--- src/rtl/uart_tx_word.sv ---
// 16-bit word UART transmitter: a small FIFO feeds a serializer that sends each
// word as two back-to-back 8N1 frames, high byte first.
module uart_tx_word #(
   parameter int CLKS_PER_BIT = 434,
   parameter int FIFO_DEPTH   = 4
) (
   input  logic        iClock,
   input  logic        iReset,
   input  logic        iWrEn,
   input  logic [15:0] iData,
   output logic        oFull,
   output logic        oEmpty,
   output logic        oBusy,
   output logic        oOverflow,
   output logic        oTx
);

   localparam int BW = (CLKS_PER_BIT > 1) ? $clog2(CLKS_PER_BIT) : 1;
   localparam int PW = $clog2(FIFO_DEPTH);
   localparam logic [BW-1:0] BAUD_LAST = BW'(CLKS_PER_BIT - 1);
   localparam logic [PW:0]   CNT_FULL  = (PW+1)'(FIFO_DEPTH);

   typedef enum logic [1:0] {IDLE, START, DATA, STOP} state_e;

   state_e        state_q;
   logic [15:0]   mem_q [FIFO_DEPTH];
   logic [PW-1:0] wr_ptr_q, rd_ptr_q;
   logic [PW:0]   count_q, count_d;
   logic          full_q, empty_q;
   logic          tx_q, busy_q, hi_q;
   logic [15:0]   word_q;
   logic [2:0]    bit_q, nxt_bit;
   logic [BW-1:0] baud_q;
   logic          wr_acc, pop, baud_end;
   logic [7:0]    cur_byte;

   // Acceptance is judged on the registered full flag, so a pop on the same
   // edge never rescues a write that arrives while full.
   assign wr_acc   = iWrEn & ~full_q;
   assign baud_end = (baud_q == BAUD_LAST);
   assign pop      = ~empty_q & ((state_q == IDLE) |
                                 ((state_q == STOP) & baud_end & ~hi_q));
   assign cur_byte = hi_q ? word_q[15:8] : word_q[7:0];
   assign nxt_bit  = bit_q + 3'd1;
   assign count_d  = count_q + (PW+1)'(wr_acc) - (PW+1)'(pop);

   always_ff @(posedge iClock) begin
      if (wr_acc) mem_q[wr_ptr_q] <= iData;
   end

   always_ff @(posedge iClock or negedge iReset) begin
      if (!iReset) begin
         wr_ptr_q <= '0;
         rd_ptr_q <= '0;
         count_q  <= '0;
         full_q   <= 1'b0;
         empty_q  <= 1'b1;
      end else begin
         if (wr_acc) wr_ptr_q <= wr_ptr_q + PW'(1);
         if (pop)    rd_ptr_q <= rd_ptr_q + PW'(1);
         count_q <= count_d;
         full_q  <= (count_d == CNT_FULL);
         empty_q <= (count_d == '0);
      end
   end

   // Baud counter restarts on every state entry so bit edges never drift.
   always_ff @(posedge iClock or negedge iReset) begin
      if (!iReset) begin
         state_q <= IDLE;
         tx_q    <= 1'b1;
         busy_q  <= 1'b0;
         hi_q    <= 1'b0;
         word_q  <= '0;
         bit_q   <= '0;
         baud_q  <= '0;
      end else begin
         case (state_q)
            IDLE: begin
               if (pop) begin
                  word_q  <= mem_q[rd_ptr_q];
                  hi_q    <= 1'b1;
                  baud_q  <= '0;
                  tx_q    <= 1'b0;
                  busy_q  <= 1'b1;
                  state_q <= START;
               end
            end
            START: begin
               if (baud_end) begin
                  baud_q  <= '0;
                  bit_q   <= '0;
                  tx_q    <= cur_byte[0];
                  state_q <= DATA;
               end else baud_q <= baud_q + BW'(1);
            end
            DATA: begin
               if (baud_end) begin
                  baud_q <= '0;
                  if (bit_q == 3'd7) begin
                     tx_q    <= 1'b1;
                     state_q <= STOP;
                  end else begin
                     bit_q <= nxt_bit;
                     tx_q  <= cur_byte[nxt_bit];
                  end
               end else baud_q <= baud_q + BW'(1);
            end
            STOP: begin
               if (baud_end) begin
                  baud_q <= '0;
                  if (hi_q) begin
                     hi_q    <= 1'b0;
                     tx_q    <= 1'b0;
                     state_q <= START;
                  end else if (pop) begin
                     word_q  <= mem_q[rd_ptr_q];
                     hi_q    <= 1'b1;
                     tx_q    <= 1'b0;
                     state_q <= START;
                  end else begin
                     busy_q  <= 1'b0;
                     tx_q    <= 1'b1;
                     state_q <= IDLE;
                  end
               end else baud_q <= baud_q + BW'(1);
            end
            default: state_q <= IDLE;
         endcase
      end
   end

   assign oFull     = full_q;
   assign oEmpty    = empty_q;
   assign oBusy     = busy_q;
   assign oOverflow = iWrEn & full_q;
   assign oTx       = tx_q;

endmodule

--- config.mk ---
export PLATFORM = sky130hd
export DESIGN_NAME = uart_tx_word
export DESIGN_NICKNAME = d
export VERILOG_FILES = /design/src/rtl/uart_tx_word.sv
export SDC_FILE = /design/constraint.sdc
export NUM_CORES = 1
export LEC_CHECK = 0
export CORE_MARGIN = 2
export CORE_UTILIZATION = 53
export CTS_CLUSTER_SIZE = 20
export DETAILED_ROUTE_END_ITERATION = 16
export GPL_ROUTABILITY_DRIVEN = 0
export PLACE_DENSITY = 0.72
export RECOVER_POWER = 25
export SLEW_MARGIN = 10
export SYNTH_ARGS = -nofsm -noshare
export SYNTH_HDL_FRONTEND = slang
export SYNTH_SLANG_ARGS = --single-unit
--- constraint.sdc ---
create_clock -name iClock -period 2.5 [get_ports iClock]
set_input_delay 0.75 -clock iClock [delete_from_list [all_inputs] [get_ports iClock]]
set_output_delay 0.75 -clock iClock [all_outputs]
set_load 0.01 [all_outputs]
==> flow_metrics.tcl <==
set metrics [dict create \
    status "finished, violations left" \
    violations "negative setup slack" \
    ios 24 \
    cp_max_fo 3 \
    via_per_inst 5.56 \
    grt_pass1_wl_mm 12.6 \
    drc 0 \
    grt_usage 0.184 \
    final_antenna_net_count 0 \
    cp-start-kind "flop" \
    post_dp_cell_area_um2 5100 \
    postSynthCellCount 283 \
    antennaDiodeCount 0 \
    wl_mm 7.73 \
    finalSetupViolations 2 \
    synth_edf_count 64 \
    path_cells "inv_2 -> ha_4 -> and4b_2 -> nand3_4 -> a21oi_4 -> ha_4 -> inv_2 -> ha_4 -> inv_2 -> fa_2 -> xnor2_2 -> xnor2_2 -> nor3b_2" \
    slew_violations 0 \
    clockBufferDepth 2 \
    min_from "word_q[9]$_DFFE_PN0P_" \
    num-nets-final 370 \
    cts_root_buffer "clkbuf_8" \
    insertion_delay_ns 0.37 \
    endpoint_kind "flop" \
    worstReg2RegStart "baud_q[1]$_DFFE_PN0P_" \
    tns_ns -0.118 \
    critPathLaunch "baud_q[1]$_DFFE_PN0P_" \
    post-place-ws_ns -0.450 \
    crit_type "reg2reg" \
    stdcell_count 446 \
    min_path_type "reg2reg" \
    leakage_nw 2.03 \
    start_util 0.550 \
    fillers 574 \
    antenna_found_initial 0 \
    fin_crit_sh 1.04 \
    synth_area_per_cell_um2 16.0 \
    syn_nets 317 \
    place_inst 424 \
    core-area_um2 8260 \
    setup_slack_ns -0.0877 \
    die-area_um2 9320 \
    clock_skew_ns 0.0114 \
    synthArstFlopShare 0.396 \
    p_per_area_nw_per_um2 1070 \
    slowest_stage "dfrtp_1" \
    crit_arrival_ns 2.88 \
    numCtsBuffers 9 \
    place_hpwl_mm 5.19 \
    ys_warn_count 0 \
    drive_gt1_frac 0.252 \
    numPortBuffers 23 \
    htreeDepth 3 \
    required_ns 2.79 \
    whs_ns 0.490 \
    peakVddDrop_v 0.000433 \
    cap_violations 0 \
    slowest_delay_ns 0.40 \
    vias 2478 \
    slew-limit-headroom 0.265 \
    grt_max_degree 23 \
    hold_violations 0 \
    cts_tree "done" \
    stdcell_area_um2 5380 \
    dr.first_iter.drc_count 91 \
    min_period_ns 2.59 \
    ys.flop_type "edfxtp_1" \
    max_freq_mhz 386 \
    tightest_slew_ns 1.10 \
    wire_per_inst_um 17.3 \
    die_w_um 96.5 \
    grt_pass1_vias 2547 \
    cts_hold_buf 0 \
    netlist_area_um2 4540 \
    clk_pin_slew_ns 0.10 \
    first_pass_iters 4 \
    ys_types 44 \
    overflow 0 \
    rows 33 \
    die_h_um 96.5 \
    syn_to_final_growth_pct 18.5 \
    rsz0062_at_grt "yes" \
    cts.sinks 106 \
    synth_sequential_area_ratio 0.655 \
    synth-seq-cells 106 \
]
-- critical path: cells and delay by family, from the launching register on --
family | cells | cell delay (ns)
buffers and inverters | 3 | 0.18
and+or+nand+nor | 3 | 0.56
xor gates and xnor gates | 2 | 0.38
DFF | 1 | 0.40
adders and majority gates | 4 | 0.82
AOI/OAI and AO/OA | 1 | 0.19
-- cells in the final DEF (no fill, tap or decap), types with 5 or more instances in the layout --
master,Yosys,layout
edfxtp_1,64,64
dfrtp_1,40,40
buf_4,1,25
nand2_1,19,19
o21ai_0,19,19
clkdlybuf4s50_1,0,18
mux4_2,16,16
ha_1,14,11
mux2_1,10,10
inv_1,12,9
clkbuf_8,0,9
and2_1,7,7
mux2_2,7,7
a21oi_1,7,6
mux2i_1,5,5
-- routing by layer --
layer | share of wire | global-route usage
met5 | 0 | 0
met4 | 0.019 | 0.0657
met3 | 0.030 | 0.0481
met2 | 0.50 | 0.296
met1 | 0.45 | 0.245
-- kinds of logic after synthesis --
group | count (synthesis) | share of synthesized area
multiplexers | 41 | 0.150
flip-flops | 106 | 0.655
AND/OR/NAND/NOR | 50 | 0.0584
adder cells (fa/ha/maj) | 15 | 0.0430
buffers and inverters | 23 | 0.0243
AO/OA/AOI/OAI | 43 | 0.0593
XOR/XNOR | 5 | 0.00965
-- cells in the mapped netlist, types with 2 or more instances --
cell,n,area [µm²]
inv_1,12,45.0
dfrtp_1,40,1000
buf_2,4,20.0
a22oi_1,3,22.5
dfstp_2,2,52.6
nand2b_1,2,12.5
mux2i_1,5,50.1
mux4_1,3,78.8
a31oi_1,2,12.5
nand3_1,4,20.0
o311ai_1,2,17.5
buf_6,2,22.5
edfxtp_1,64,1920
mux2_2,7,78.8
nor3_1,4,20.0
nor2_1,4,15.0
clkbuf_1,4,15.0
mux4_2,16,360
a21o_1,2,15.0
and3_1,2,12.5
o21ai_0,19,95.1
ha_1,14,175
nand2_1,19,71.3
and2_1,7,43.8
o31ai_1,3,22.5
mux2_1,10,113
a21oi_1,7,35.0
xnor2_1,4,35.0
-- registers in the layout (all words and copies together) (netlist names), 2 cells and up --
signal / flops
count_q: 3
rd_ptr_q: 2
bit_q: 3
state_q: 2
wr_ptr_q: 2
mem_q: 64
word_q: 16
baud_q: 9
-- path summary, 6_finish.rpt --
path	to	slack, ns	cells after the start
worst max-delay path	oFull$_DFF_PN0_	-0.09	13
worst max register to register	oFull$_DFF_PN0_	-0.09	13
worst min-delay path	word_q[9]$_DFFE_PN0P_	0.49	1
worst min register to register	word_q[9]$_DFFE_PN0P_	0.49	1
min in group asynchronous	bit_q[0]$_DFFE_PN0P_	0.56	1
max in group asynchronous	count_q[1]$_DFF_PN0_	0.37	2
-- timing repair --
item | CTS | global route
gates resized for setup | 5 | 7
endpoints found under the setup margin | 3 | 3
hold endpoints to repair | 0 | 0
buffers inserted | 2 | 4
pin swaps | 5 | 5
-- stage by stage --
| stage | utilization | total power [W] |
|---|---|---|
| after global placement | 0.618 | 0.00455 |
| after global routing | 0.651 | 0.00615 |
| after floorplan | - | 0.00395 |
| final | 0.651 | 0.00578 |
| after CTS | 0.644 | 0.00569 |
| after detailed placement | 0.618 | 0.00462 |
-- final cells by class --
class / instances / area, µm² / area share
Tap cell: 105 / 131 / 0.0244
Sequential cell: 106 / 2980 / 0.553
Clock buffer: 9 / 124 / 0.0230
Multi-Input combinational cell: 154 / 1530 / 0.285
Clock inverter: 7 / 66.3 / 0.0123
Timing Repair Buffer: 53 / 503 / 0.0935
Inverter: 12 / 45.0 / 0.00837
-- report_power, final --
part | internal (W) | leakage, nW | switching [W] | total [W]
clock | 0.000392 | 0.0991 | 0.000618 | 0.00101
combinational | 0.00116 | 0.834 | 0.00105 | 0.00221
sequential | 0.00235 | 1.10 | 0.000203 | 0.00256
total | 0.00390 | 2.03 | 0.00187 | 0.00578
Note: power is estimated with default switching activity, not from simulation.
